File: config.mk
export PLATFORM = sky130hd
export DESIGN_NAME = noc_net_iface
export DESIGN_NICKNAME = d
export VERILOG_FILES = /design/src/rtl/noc_defs.sv /design/src/rtl/noc_fifo.sv /design/src/rtl/noc_net_iface.sv
export SDC_FILE = /design/constraint.sdc
export NUM_CORES = 1
export LEC_CHECK = 0
export BUFFER_PORTS_ARGS = -buffer_cell sky130_fd_sc_hd__buf_2
export CELL_PAD_IN_SITES_DETAIL_PLACEMENT = 0
export CELL_PAD_IN_SITES_GLOBAL_PLACEMENT = 1
export CORE_MARGIN = 1.5
export CORE_UTILIZATION = 43
export DETAILED_ROUTE_END_ITERATION = 8
export PLACE_DENSITY_LB_ADDON = 0.05
export SLEW_MARGIN = 30
export SYNTH_ARGS = -nofsm -noshare
export SYNTH_HDL_FRONTEND = slang
export SYNTH_HIERARCHICAL = 1
export SYNTH_SLANG_ARGS = --single-unit
File: constraint.sdc
create_clock -name clk_i -period 6.1 [get_ports clk_i]
set_input_delay 0.61 -clock clk_i [delete_from_list [all_inputs] [get_ports clk_i]]
set_output_delay 0.61 -clock clk_i [all_outputs]
set_load 0.05 [all_outputs]
File: src/rtl/noc_defs.sv
// ------------------------------------------------------------------
// noc_defs : shared NoC widths, dest-field macro and clog2 helper
// Rev 1.0
// ------------------------------------------------------------------
`default_nettype none

`ifndef NOC_DEST
`define NOC_DEST(flit, bus, addr) flit[(bus)-1 -: (addr)]
`endif

package noc_defs;

   localparam int unsigned BUS_SIZE_DEF  = 8;
   localparam int unsigned ADDR_SIZE_DEF = 4;

   // Ceiling log2 for elaboration-time sizing; returns 0 for v <= 1.
   function automatic int unsigned clog2(input int unsigned v);
      int unsigned r;
      r = 0;
      for (int i = 0; i < 31; i++) begin
         if ((32'd1 << i) < v) begin
            r = unsigned'(i + 1);
         end
      end
      return r;
   endfunction

endpackage : noc_defs

`default_nettype wire

File: src/rtl/noc_fifo.sv
// ------------------------------------------------------------------
// noc_fifo : w/r handshake FIFO, flags from registered pointers only
// Rev 1.0
// ------------------------------------------------------------------
`default_nettype none

module noc_fifo
   import noc_defs::*;
#(
   parameter int unsigned WIDTH = BUS_SIZE_DEF,
   parameter int unsigned DEPTH = 4
) (
   input  logic             clk_i,
   input  logic             a_rst_n_i,
   input  logic [WIDTH-1:0] data_i,
   input  logic             w_i,
   output logic             r_o,
   output logic [WIDTH-1:0] data_o,
   output logic             w_o,
   input  logic             r_i
);

   localparam int unsigned PTR_W = clog2(DEPTH);

   logic [PTR_W:0]   wr_ptr_q, wr_ptr_d;
   logic [PTR_W:0]   rd_ptr_q, rd_ptr_d;
   logic [WIDTH-1:0] mem_q [DEPTH];

   logic w_full;
   logic w_empty;
   logic w_push;
   logic w_pop;

   // Extra wrap bit distinguishes full (only wrap bit differs) from empty (equal).
   assign w_full  = (wr_ptr_q ^ rd_ptr_q) == {1'b1, {PTR_W{1'b0}}};
   assign w_empty = (wr_ptr_q == rd_ptr_q);
   assign w_push  = w_i & ~w_full;
   assign w_pop   = r_i & ~w_empty;

   assign r_o    = ~w_full;
   assign w_o    = ~w_empty;
   assign data_o = w_empty ? '0 : mem_q[rd_ptr_q[PTR_W-1:0]];

   always_comb begin
      wr_ptr_d = wr_ptr_q;
      rd_ptr_d = rd_ptr_q;
      if (w_push) begin
         wr_ptr_d = wr_ptr_q + (PTR_W+1)'(1);
      end
      if (w_pop) begin
         rd_ptr_d = rd_ptr_q + (PTR_W+1)'(1);
      end
   end

   always_ff @(posedge clk_i or negedge a_rst_n_i) begin
      if (!a_rst_n_i) begin
         wr_ptr_q <= '0;
         rd_ptr_q <= '0;
      end else begin
         wr_ptr_q <= wr_ptr_d;
         rd_ptr_q <= rd_ptr_d;
      end
   end

   // Storage needs no reset: data_o is masked while empty.
   always_ff @(posedge clk_i) begin
      if (w_push) begin
         mem_q[wr_ptr_q[PTR_W-1:0]] <= data_i;
      end
   end

endmodule : noc_fifo

`default_nettype wire

File: src/rtl/noc_net_iface.sv
// ------------------------------------------------------------------
// noc_net_iface : PE <-> NoC node adapter with RX address filter
// Rev 1.0
// ------------------------------------------------------------------
`default_nettype none

module noc_net_iface
   import noc_defs::*;
#(
   parameter int unsigned BUS_SIZE   = BUS_SIZE_DEF,
   parameter int unsigned ADDR_SIZE  = ADDR_SIZE_DEF,
   parameter int unsigned NODE_ID    = 0,
   parameter int unsigned FIFO_DEPTH = 4,
   parameter int unsigned CNT_SIZE   = 16
) (
   input  logic                clk_i,
   input  logic                a_rst_n_i,
   input  logic [BUS_SIZE-1:0] pe_data_i,
   input  logic                pe_w_i,
   output logic                pe_r_o,
   output logic [BUS_SIZE-1:0] pe_data_o,
   output logic                pe_w_o,
   input  logic                pe_r_i,
   output logic [BUS_SIZE-1:0] net_data_o,
   output logic                net_w_o,
   input  logic                net_r_i,
   input  logic [BUS_SIZE-1:0] net_data_i,
   input  logic                net_w_i,
   output logic                net_r_o,
   output logic [CNT_SIZE-1:0] sent_cnt_o,
   output logic [CNT_SIZE-1:0] recv_cnt_o,
   output logic [CNT_SIZE-1:0] drop_cnt_o,
   output logic                misroute_o
);

   logic [CNT_SIZE-1:0] sent_cnt_q, sent_cnt_d;
   logic [CNT_SIZE-1:0] recv_cnt_q, recv_cnt_d;
   logic [CNT_SIZE-1:0] drop_cnt_q, drop_cnt_d;
   logic                misroute_q, misroute_d;

   logic w_tx_pop;
   logic w_rx_xfer;
   logic w_dest_match;
   logic w_rx_accept;

   noc_fifo #(
      .WIDTH (BUS_SIZE),
      .DEPTH (FIFO_DEPTH)
   ) tx_fifo (
      .clk_i     (clk_i),
      .a_rst_n_i (a_rst_n_i),
      .data_i    (pe_data_i),
      .w_i       (pe_w_i),
      .r_o       (pe_r_o),
      .data_o    (net_data_o),
      .w_o       (net_w_o),
      .r_i       (net_r_i)
   );

   assign w_tx_pop = net_w_o & net_r_i;

   // The network side is always drained when there is room; misaddressed
   // flits are consumed but never reach the RX FIFO.
   assign w_dest_match = (`NOC_DEST(net_data_i, BUS_SIZE, ADDR_SIZE) == ADDR_SIZE'(NODE_ID));
   assign w_rx_xfer    = net_w_i & net_r_o;
   assign w_rx_accept  = net_w_i & w_dest_match;

   noc_fifo #(
      .WIDTH (BUS_SIZE),
      .DEPTH (FIFO_DEPTH)
   ) rx_fifo (
      .clk_i     (clk_i),
      .a_rst_n_i (a_rst_n_i),
      .data_i    (net_data_i),
      .w_i       (w_rx_accept),
      .r_o       (net_r_o),
      .data_o    (pe_data_o),
      .w_o       (pe_w_o),
      .r_i       (pe_r_i)
   );

   always_comb begin
      sent_cnt_d = sent_cnt_q;
      recv_cnt_d = recv_cnt_q;
      drop_cnt_d = drop_cnt_q;
      misroute_d = misroute_q;
      if (w_tx_pop) begin
         sent_cnt_d = sent_cnt_q + CNT_SIZE'(1);
      end
      if (w_rx_xfer) begin
         if (w_dest_match) begin
            recv_cnt_d = recv_cnt_q + CNT_SIZE'(1);
         end else begin
            drop_cnt_d = drop_cnt_q + CNT_SIZE'(1);
            misroute_d = 1'b1;
         end
      end
   end

   always_ff @(posedge clk_i or negedge a_rst_n_i) begin
      if (!a_rst_n_i) begin
         sent_cnt_q <= '0;
         recv_cnt_q <= '0;
         drop_cnt_q <= '0;
         misroute_q <= 1'b0;
      end else begin
         sent_cnt_q <= sent_cnt_d;
         recv_cnt_q <= recv_cnt_d;
         drop_cnt_q <= drop_cnt_d;
         misroute_q <= misroute_d;
      end
   end

   assign sent_cnt_o = sent_cnt_q;
   assign recv_cnt_o = recv_cnt_q;
   assign drop_cnt_o = drop_cnt_q;
   assign misroute_o = misroute_q;

endmodule : noc_net_iface

`default_nettype wire

---- After elaboration in Yosys (flattened, before gate mapping) ----
Memories as Yosys holds them, arrays and structs flattened.
Cells that the tools add are included.
operators by class
  add/subtract/negate cells ............... 7
  equality and inequality tests ........... 4
  mux-type cells .......................... 6
  bitwise operators ....................... 13
  reductions and logical operators ........ 3
operators by type and width
  kind                                                             count
  16-bit by 1-bit adder with 16-bit output, second input constant  3
  8-bit 2-to-1 mux                                                 2
  3-bit by 1-bit adder with 3-bit output, second input constant    4
  1-bit AND                                                        6
  3-bit == test                                                    2
  3-bit == test, second input constant                             2
  3-bit XOR                                                        2
  1-bit NOT                                                        5
  4-bit logical NOT                                                1
  1-bit 2-to-1 mux                                                 4
  2-bit AND reduction                                              2
word-level totals
  register bits ........................... 61
  memory bits (writable) .................. 64
  bits of input ports ..................... 22
  output and inout port bits .............. 69
  word-level logic and storage cells ...... 43
  memories kept ........................... 2
memories
  memory         words  bits a word  rd ports  clocked after memory_dff  write ports  line            source
  rx_fifo.mem_q  4      8            1         0                         1            noc_fifo.sv:27  logic [WIDTH-1:0] mem_q [DEPTH];
  tx_fifo.mem_q  4      8            1         0                         1            noc_fifo.sv:27

---- Longest topological paths before layout ----
Gate-level depths: netlist (run 1).
  word-level depth ........................ 6
  depth in mapped cells ................... 7

---- Hierarchy ----
Netlist (run 1), hierarchy kept.
modules (own cells, without submodules)
  module              instances  cells an instance  area each (um2)
  noc_net_iface       1          185                2,170.8
  noc_fifo (rx_fifo)  1          95                 1,686.6
  noc_fifo (tx_fifo)  1          95                 1,681.6

---- Least setup slack after synthesis (run 1) ----
OpenSTA, ideal clock, no wires.
  path type ............................... flip-flop to flip-flop
  start point ............................. register tx_fifo.wr_ptr_q[0]
  end point ............................... register sent_cnt_q[10] (netlist: sent_cnt_o[10])
  arrival ................................. 2.245 ns
  data required time ...................... 6.018 ns
  slack ................................... 3.773 ns
  cell stages (with the launch flop) ...... 8
  path through ............................ dfrtp_1 xor2_1 nor3_2 inv_1 nand3_1 nor3_1 and4_1 xor2_1
on the way
  longest elaborated chain between the ends .. 3
RTL lines
  item                    line                  source
  from (decl)             noc_fifo.sv:25        logic [PTR_W:0] wr_ptr_q, wr_ptr_d;
  from (signal assigned)  noc_fifo.sv:60        wr_ptr_q <= wr_ptr_d;
  3-bit == test           noc_fifo.sv:36        assign w_empty = (wr_ptr_q == rd_ptr_q);
  1-bit NOT               noc_fifo.sv:41        assign w_o = ~w_empty;
  named net net_w_o       noc_net_iface.sv:25   output logic net_w_o,
  1-bit AND               noc_net_iface.sv:60   assign w_tx_pop = net_w_o & net_r_i;
  to (signal assigned)    noc_net_iface.sv:107  sent_cnt_q <= sent_cnt_d;
  to (decl)               noc_net_iface.sv:36   logic [CNT_SIZE-1:0] sent_cnt_q, sent_cnt_d;
The timed path passes the listed nets, and every way through them passes these cells.
A chain may end at the register's enable or synchronous reset.

---- Worst setup path after layout (run 1) ----
  start point ............................. register tx_fifo.rd_ptr_q[0]
  end point ............................... output port net_w_o
on the way
  longest elaborated chain between the ends .. 2
RTL lines
  item                    line                 source
  from (decl)             noc_fifo.sv:26       logic [PTR_W:0] rd_ptr_q, rd_ptr_d;
  from (signal assigned)  noc_fifo.sv:61       rd_ptr_q <= rd_ptr_d;
  3-bit == test           noc_fifo.sv:36
  1-bit NOT               noc_fifo.sv:41
  to (decl)               noc_net_iface.sv:25
No other way between the ends.

==> results of run 1 <==
==> metrics by stage <==
| stage | instance area, um2 | hold slack (ns) | util (%) | instances | total power [mW] |
|---|---|---|---|---|---|
| 2_1_floorplan | 5540 | 0.314 | - | 375 | 2.37 |
| 3_3_place_gp | 6180 | 0.451 | 49.2 | 634 | 2.70 |
| 3_5_place_dp | 6180 | 0.453 | 49.2 | 634 | 2.71 |
| 4_1_cts | 6770 | 0.397 | 53.9 | 666 | 3.72 |
| 5_1_grt | 6780 | 0.402 | 53.9 | 666 | 3.89 |
| 6_report | 6780 | 0.353 | 53.9 | 666 | 3.68 |
==> worst paths after layout <==
| kind | from | endpoint | cells after the start |
|---|---|---|---|
| max | tx_fifo/rd_ptr_q[0] | net_w_o | 4 |
| min | a_rst_n_i | rx_fifo/rd_ptr_q[2] | 2 |
| max reg2reg | tx_fifo/rd_ptr_q[0] | sent_cnt_o[15] | 7 |
| min reg2reg | misroute_o | misroute_o | 1 |
| max in group asynchronous | a_rst_n_i | recv_cnt_o[5] | 2 |
| min in group clk_i | pe_data_i[4] | tx_fifo/mem_q[1][4] | 1 |
==> cell type report <==
| class | count | share of cell area [%] |
|---|---|---|
| inverters | 9 | 0.498 |
| well taps | 172 | 3.18 |
| clock buffers | 20 | 6.59 |
| multi-input cells | 237 | 30.0 |
| clock inverters | 12 | 2.14 |
| repair buffers | 91 | 6.76 |
| flip-flops and latches | 125 | 50.9 |
==> cell families (layout without fill, tap and decap cells) <==
group	after synthesis	count (layout)	synth area share, %
DFF	125	125	62.3
and+or+nand+nor	116	116	12.2
xor gates and xnor gates	65	65	11.0
AOI/OAI and AO/OA	24	24	3.30
muxes	19	19	7.12
adders and majority gates	13	13	2.94
buffers and inverters	13	132	1.20
==> power breakdown <==
group / switching (mW) / internal, mW
logic: 1.01 / 0.442
clock network: 0.350 / 0.648
registers: 0.196 / 1.03
==> metal layers <==
layer  wire (um)  part of all wire (%)
met5           0                     0
met4         152                   1.4
met3         532                   5.0
met2        4870                    46
met1        5010                    47
==> layout by cell type (no fill, tap or decap), drive strengths merged, types with 16 or more instances in the layout <==
| cell type | Yosys | routed |
|---|---|---|
| dfrtp | 61 | 61 |
| clkbuf | 0 | 20 |
| nand3 | 20 | 20 |
| xor2 | 24 | 24 |
| xnor2 | 41 | 41 |
| buf | 4 | 91 |
| nor2b | 17 | 17 |
| nand2 | 19 | 19 |
| mux4 | 16 | 16 |
| edfxtp | 64 | 64 |
==> sequential cells by signal, indices dropped and copies added, names as in the netlist, 16 cells and up <==
| register | count |
|---|---|
| drop_cnt_o | 16 |
| tx_fifo/mem_q | 32 |
| rx_fifo/mem_q | 32 |
| recv_cnt_o | 16 |
| sent_cnt_o | 16 |
==> worst max-delay path, cell delays in order, from the launching register on <==
cell and delay [ns]:
dfrtp_1 0.79, xor2_1 0.31, nor3_2 0.63, inv_1 0.19
buf_2 0.26
==> flow_summary_export.csv, run 1 <==
group,metric,value,unit
cells_and_area,n_antenna_cell,0,
cells_and_area,syn_to_final_growth,22.4,%
setup_path,cp_data_required_time,5.49,ns
detailed_routing,drt_first_iter_violations,122,
pwr,leakage,2.88,nW
cells_and_area,drive_gt1_share,32.2,%
clocking,clk_pin_slew,0.05,ns
sta,tightest_slew,0.786,ns
sta,rsz0062_at_grt,"false",
synth,yosys.cell_count.top_type,"edfxtp_1",
detailed_routing,vias_per_cell,5.01,
clocking,ctsResizeCount,0,
sta,max_freq,0.313,GHz
setup_path,critPathKind,"reg -> out",
grt,grt_pass1_wl,17.3,mm
clocking,numCtsBuffers,17,
synth,avgSynthCellArea,14.8,um2
setup_path,arrival,2.59,ns
grt,grt_start_max_net_pins,62,
setup_path,end_kind,"output port",
detailed_routing,drcViolationCount,0,
grt,busiest_layer,"met2",
sta,period_needed,3.20,ns
floorplan,row_count,41,
detailed_routing,wl_per_cell,15.9,um
sta,slew_headroom,47.6,%
grt,grtUsageMet2,25.2,%
grt,grt.total_usage,17.4,%
detailed_routing,dr.pass1.iters,4,
clocking,clockBufferDepth,2,
sta,layout_setup_ws,2.90,ns
synth,synthArstFlopShare,48.8,%
cells_and_area,fin_nets,516,
synth,synth.largest_area_cell,"edfxtp_1",
synth,synthesis.nets,410,
synth,ys_types,36,
place,place_congestion,0.769,
grt,grt-ovfl-total,0,
cells_and_area,register_area,0.00345,mm2
synth,synth_top_area_share,34.7,%
synth,synth_seq_area_share,62.3,%
setup_path,regToRegSetupSlack,3.33,ns
job,drv_cap,0,
grt,grt_use_met1,24.1,%
floorplan,initial_core_util,44.1,%
pwr,vdd_drop_max,187,uV
clocking,cts.sinks,125,
sta,fin_setup_tns,0,ns
floorplan,core_area,0.0126,mm2
clocking,cts-root-buf,"clkbuf_16",
pwr,power.density,542,mW/mm2
floorplan,die_w,116,um
clocking,clock_latency,0.41,ns
sta,timing.final.crit_share,52.5,%
clocking,htree_levels,4,
setup_path,start_kind,"register",
synth,ys_top_cells_by_count,"64 x edfxtp_1, 61 x dfrtp_1, 39 x xnor2_1, 21 x xor2_1, 19 x nand2_1",
floorplan,die_h,116,um
grt,antenna_found_initial,0,
cells_and_area,num-fill-cells,1081,
sta,skew,0.00512,ns
clocking,cts_tree,"done",
place,io_buffers,90,
floorplan,ioPinCount,91,
grt,grt_pass1_vias,3280,
synth,synth_edf_count,64,
clocking,postCtsSetupRepairBufs,0,
synth,syn_area,0.00554,mm2
detailed_routing,drtAntennaViolNets,0,
grt,use_met3,6.23,%
cells_and_area,multiInputGateArea,0.00203,mm2
floorplan,die-area,0.0136,mm2
synth,yosysWarnings,6,
detailed_routing,dr_total_vias,3334,
synth,ys.flop_type,"edfxtp_1",
synth,postSynthCellCount,375,
sta,setup_viol,0,
setup_path,critPathMaxFanout,12,
place,hpwl,7.17,mm
synth,ys_ff_latch,125,
detailed_routing,routed_wl,10.6,mm
place,pre_cts_ws,3.17,ns
hold_path,hold_class,"in -> async",
synth,synthTopCellsByArea,"edfxtp_1 35%, dfrtp_1 28%, mux4_2 6.5%, xnor2_1 6.2%, xor2_1 3.3%",
run_status,status,"completed",
sta,slew_viol_final,0,
clocking,cts_hold_buf,0,
sta,hold_violations,0,
Note: power is estimated with default switching activity, not from simulation.
==> inputs of run 2 (changes only) <==
Settings changed: CORE_UTILIZATION 43 to 42.
Clock period 6.1 ns to 2.91 ns, I/O delays scaled along.
==> run 2 against run 1 <==
Clock skew is 0.0018 ns higher. Die area is 2.3% higher. Count of clock-buffer cells in the layout is 1 higher. Critical path depth stayed put. Sequential power is 100% higher. Worst hold slack worse by 0.25 ns. Critical endpoint is now pe_data_o[7].
==> flow_summary_export.csv, run 2 (same netlist as run 1, synthesis figures left out) <==
group,metric,value,unit
run_status,status,"completed",
grt,grt-ovfl-total,0,
detailed_routing,drcViolationCount,0,
detailed_routing,dr.pass1.iters,4,
cells_and_area,drive_gt1_share,32.7,%
floorplan,row_count,41,
clocking,numCtsBuffers,17,
setup_path,regToRegStartpoint,"tx_fifo/wr_ptr_q[0]",
cells_and_area,register_area,0.00345,mm2
setup_path,critPathKind,"reg -> out",
setup_path,startpoint,"rx_fifo/rd_ptr_q[1]",
cells_and_area,n_antenna_cell,0,
setup_path,arrival,2.26,ns
floorplan,initial_core_util,43.5,%
grt,grt_pass1_wl,17.8,mm
setup_path,cp_data_required_time,2.62,ns
setup_path,regToRegSetupSlack,0.46,ns
floorplan,die_w,118,um
place,io_buffers,90,
sta,max_freq,0.392,GHz
sta,fin_setup_tns,0,ns
cells_and_area,multiInputGateArea,0.00202,mm2
detailed_routing,vias_per_cell,4.97,
sta,skew,0.00692,ns
clocking,cts.sinks,125,
setup_path,start_kind,"register",
setup_path,cp_slowest_cell,"dfrtp_1",
setup_path,crit_family,"flip-flops",
setup_path,crit_cells,4,
cells_and_area,syn_to_final_growth,23.4,%
sta,slew_viol_final,0,
detailed_routing,drtAntennaViolNets,0,
detailed_routing,drt_first_iter_violations,209,
floorplan,core_area,0.0127,mm2
cells_and_area,final_cell_mix,"90 x buf_2, 64 x edfxtp_1, 61 x dfrtp_1",
clocking,postCtsSetupRepairBufs,0,
pwr,power.density,1130,mW/mm2
clocking,clockBufferDepth,2,
setup_path,rr_worst_depth,7,
cells_and_area,fin_nets,524,
clocking,clk_pin_slew,0.06,ns
sta,setup_viol,0,
detailed_routing,wl_per_cell,15.6,um
clocking,htree_levels,4,
setup_path,end_kind,"output port",
pwr,leakage,2.92,nW
grt,grt.total_usage,16.6,%
cells_and_area,fin_util,53.7,%
setup_path,critPathMaxFanout,14,
place,place_congestion,0.745,
job,drv_cap,0,
clocking,cts_hold_buf,1,
grt,antenna_found_initial,0,
clocking,clock_latency,0.41,ns
place,hpwl,7.33,mm
hold_path,hold_class,"in -> reg",
setup_path,critPathMaxStageDelay,0.72,ns
sta,hold_violations,0,
sta,tightest_slew,0.740,ns
cells_and_area,num-fill-cells,1112,
grt,grt_pass1_vias,3432,
place,pre_cts_ws,0.424,ns
sta,slew_headroom,50.4,%
sta,timing.final.crit_share,87.6,%
clocking,cts-root-buf,"clkbuf_16",
detailed_routing,routed_wl,10.5,mm
cells_and_area,final_common_cell,"buf_2",
floorplan,ioPinCount,91,
setup_path,crit_path_cell_trace,"xor2_1, nor3_2, nor2b_1, buf_2",
grt,grt_start_max_net_pins,29,
setup_path,crit_buf_inv,1,
clocking,cts_tree,"done",
sta,period_needed,2.55,ns
pwr,vdd_drop_max,411,uV
floorplan,die-area,0.0139,mm2
floorplan,die_h,118,um
sta,rsz0062_at_grt,"false",
detailed_routing,dr_total_vias,3349,
sta,layout_setup_ws,0.361,ns
clocking,ctsResizeCount,0,
setup_path,cp-endpoint,"pe_data_o[7]",
setup_path,reg2reg_to,"sent_cnt_o[15]",
==> run 2: cell count changes in the layout (fill, tap and decap cells not counted) <==
cell           delta
clkinvlp_4        -2
nor4_2            -1
clkinv_2          -1
nor4_1            +1
buf_4             +7
clkinv_4          +2
dlygate4sd3_1     +1
clkbuf_1          +1
==> run 2: routing by layer <==
| metal | part of all wire [%] | routed length [um] | track usage (%) | vias to the layer above |
|---|---|---|---|---|
| li1 | - | - | - | 1618 |
| met1 | 47 | 4980 | 22.7 | 1636 |
| met2 | 46 | 4790 | 24.0 | 82 |
| met3 | 5.7 | 597 | 6.01 | 13 |
| met4 | 1.4 | 152 | 6.55 | 0 |
| met5 | 0 | 0 | 0 | - |
==> run 2: worst reg2reg max path: stages, from the launching register on <==
cell     delay (ns)
dfrtp_1        0.46
xor2_1         0.26
nor3_2         0.65
inv_1          0.20
and4_1         0.29
nand4_1        0.22
nor3_1         0.10
xor2_1         0.15
==> run 2: stage by stage <==
| step | cells | instance area (um2) | power [mW] | hold WS (ns) |
|---|---|---|---|---|
| after floorplan | 375 | 5540 | 4.98 | -0.00459 |
| after global placement | 641 | 6230 | 5.71 | 0.164 |
| after detailed placement | 641 | 6230 | 5.73 | 0.158 |
| after CTS | 674 | 6840 | 7.86 | 0.0824 |
| after global routing | 674 | 6840 | 8.19 | 0.0841 |
| final | 674 | 6840 | 7.75 | 0.101 |
==> run 2: cell type report <==
class / count / area share [%]
Sequential cell: 125 / 50.4
Multi-Input combinational cell: 237 / 29.6
Timing Repair Buffer: 99 / 7.61
Clock buffer: 21 / 6.59
Tap cell: 172 / 3.15
Clock inverter: 11 / 2.09
Inverter: 9 / 0.494
==> run 2: worst min-delay path by stage <==
stage	cells past startpoint	end	from
2_1_floorplan	0	drop_cnt_o[0]	a_rst_n_i
3_3_place_gp	1	sent_cnt_o[5]	a_rst_n_i
3_5_place_dp	1	sent_cnt_o[4]	a_rst_n_i
4_1_cts	1	tx_fifo/mem_q[1][1]	pe_data_i[1]
5_1_grt	1	rx_fifo/mem_q[0][2]	net_data_i[2]
6_report	1	rx_fifo/mem_q[0][0]	net_data_i[0]
==> run 2: where the power goes <==
part           leakage (nW)  total [mW]  switching (mW)  internal, mW
logic                  1.25        3.20            2.24         0.962
registers              1.38        2.46           0.299          2.16
clock network         0.288        2.10           0.733          1.36
==> inputs of run 3 (changes only) <==
Settings changed: CELL_PAD_IN_SITES_GLOBAL_PLACEMENT 1 to 2, CORE_UTILIZATION 42 to 36.
==> run 3 against run 2 <==
Clock power fell by 13%. Utilization fell by 8.6 points. Maximum frequency rose by 4.1%. First-iteration DRC count fell by 50%. Worst hold slack got worse by 0.0053 ns. Critical path type unchanged.
==> flow_summary_export.csv, run 3 (same netlist as run 1, synthesis figures left out) <==
group,metric,value,unit
sta,period_needed,2.45,ns
clocking,cts-root-buf,"clkbuf_16",
sta,max_freq,0.408,GHz
setup_path,critPathMaxFanout,9,
cells_and_area,syn_to_final_growth,23.0,%
detailed_routing,drcViolationCount,0,
cells_and_area,drive_gt1_share,33.0,%
pwr,power.total,7.54,mW
setup_path,regToRegSetupSlack,0.56,ns
pwr,power_switching,3.26,mW
grt,grt_pass1_vias,3506,
clocking,cts_tree,"done",
grt,antenna_found_initial,0,
floorplan,row_count,45,
grt,grt.total_usage,15.2,%
detailed_routing,drtAntennaViolNets,0,
place,hpwl,7.92,mm
hold_path,hold_class,"in -> reg",
detailed_routing,routed_wl,11.1,mm
sta,skew,0.00676,ns
clocking,htree_levels,4,
clocking,clock_latency,0.41,ns
pwr,vdd_drop_max,417,uV
detailed_routing,dr.pass1.iters,5,
setup_path,cp_data_required_time,2.62,ns
sta,layout_setup_ws,0.460,ns
clocking,cts.sinks,125,
cells_and_area,num-fill-cells,1419,
place,place_congestion,0.736,
detailed_routing,dr_total_vias,3430,
sta,fin_setup_tns,0,ns
pwr,pwr-share-seq,32.5,%
sta,slew_viol_final,0,
pwr,combinationalPowerShare,43.3,%
sta,slew_headroom,52.4,%
grt,grt_start_max_net_pins,47,
setup_path,critPathMaxStageDelay,0.62,ns
detailed_routing,drt_first_iter_violations,104,
setup_path,crit_path_cell_trace,"xor2_1, nor3_2, inv_1, buf_2",
floorplan,ioPinCount,91,
cells_and_area,final_common_cell,"buf_2",
place,pre_cts_ws,0.532,ns
setup_path,start_kind,"register",
pwr,clockPowerShare,24.2,%
detailed_routing,wl_per_cell,16.1,um
clocking,clockBufferDepth,2,
floorplan,core_area,0.0151,mm2
floorplan,initial_core_util,36.7,%
setup_path,cp_slowest_cell,"nor3_2",
sta,setup_viol,0,
cells_and_area,n_antenna_cell,0,
grt,grt_pass1_wl,18.4,mm
clocking,numCtsBuffers,17,
setup_path,end_kind,"output port",
job,drv_cap,0,
detailed_routing,vias_per_cell,4.94,
cells_and_area,final_cell_mix,"89 x buf_2, 64 x edfxtp_1, 61 x dfrtp_1",
pwr,power.density,1110,mW/mm2
floorplan,die_h,127,um
pwr,internal-power,4.28,mW
grt,grt-ovfl-total,0,
floorplan,die-area,0.0161,mm2
sta,rsz0062_at_grt,"false",
run_status,status,"completed",
floorplan,die_w,127,um
sta,tightest_slew,0.712,ns
pwr,leakage,2.90,nW
cells_and_area,fin_nets,528,
pwr,p_sw_share,43.2,%
setup_path,arrival,2.16,ns
place,io_buffers,90,
sta,timing.final.crit_share,84.2,%
sta,hold_violations,0,
clocking,clk_pin_slew,0.05,ns
setup_path,critPathKind,"reg -> out",
==> run 3: cell count changes in the layout (fill, tap and decap cells not counted), sizes merged <==
cell      change
buf           +4
bufinv        -3
clkinvlp      +2
clkinv        -2
clkbuf        +3
==> run 3: worst paths after layout <==
| path | startpoint | endpoint | cells after the start |
|---|---|---|---|
| setup reg to reg | tx_fifo/wr_ptr_q[1] | sent_cnt_o[15] | 7 |
| hold reg to reg | recv_cnt_o[15] | recv_cnt_o[15] | 1 |
| max in group asynchronous | a_rst_n_i | recv_cnt_o[4] | 3 |
| hold / removal | pe_data_i[5] | tx_fifo/mem_q[3][5] | 1 |
| setup / recovery | tx_fifo/wr_ptr_q[1] | net_w_o | 4 |
| min in group asynchronous | a_rst_n_i | recv_cnt_o[3] | 2 |
==> run 3: timing repair <==
item / in CTS / in global routing
hold buffers: 1 / 0
setup endpoints to repair: 0 / 0
endpoints found under the hold margin: 44 / 0
setup buffers: 0 / 0
resized for setup: 0 / 0
==> run 3: cell type report <==
class                      instances  area (um2)  share of cell area, %
tap                              188         235                   3.45
clock inverter                     8        47.5                  0.698
sequential                       125        3450                   50.6
clock buffer                      24         472                   6.92
timing repair buffer             103         553                   8.12
inverter                           9        33.8                  0.496
multi-input combinational        237        2020                   29.7
==> run 3: critical path, delay by kind of cell (launching register included) <==
kind,cells,cell delay (ns)
buffers and inverters,2,0.45
XOR/XNOR,1,0.22
AND/OR/NAND/NOR,1,0.62
flip-flops,1,0.46
==> run 3: through the flow <==
| stage | std cells | hold slack (ns) | utilization, % | instance area [um2] |
|---|---|---|---|---|
| after floorplan | 375 | -0.00459 | - | 5540 |
| after global placement | 661 | 0.455 | 41.6 | 6280 |
| after detailed placement | 661 | 0.354 | 41.7 | 6280 |
| after CTS | 694 | 0.0742 | 45.2 | 6810 |
| after global routing | 694 | 0.0757 | 45.2 | 6810 |
| final | 694 | 0.0959 | 45.2 | 6810 |
==> run 3: per-layer routing <==
| layer | vias to the layer above | global-route usage, % | routed length (um) |
|---|---|---|---|
| li1 | 1621 | - | - |
| met1 | 1716 | 19.7 | 5180 |
| met2 | 79 | 23.1 | 5190 |
| met3 | 14 | 5.23 | 588 |
| met4 | 0 | 6.75 | 195 |
| met5 | - | 0 | 0 |
==> run 3: power by group through the flow <==
stage | clock, mW | sequential [mW] | combinational, mW
2_1_floorplan | 0 | 2.78 | 2.20
3_3_place_gp | 0 | 2.48 | 3.31
3_5_place_dp | 0 | 2.48 | 3.31
4_1_cts | 1.88 | 2.45 | 3.32
5_1_grt | 1.97 | 2.50 | 3.52
6_report | 1.82 | 2.45 | 3.26
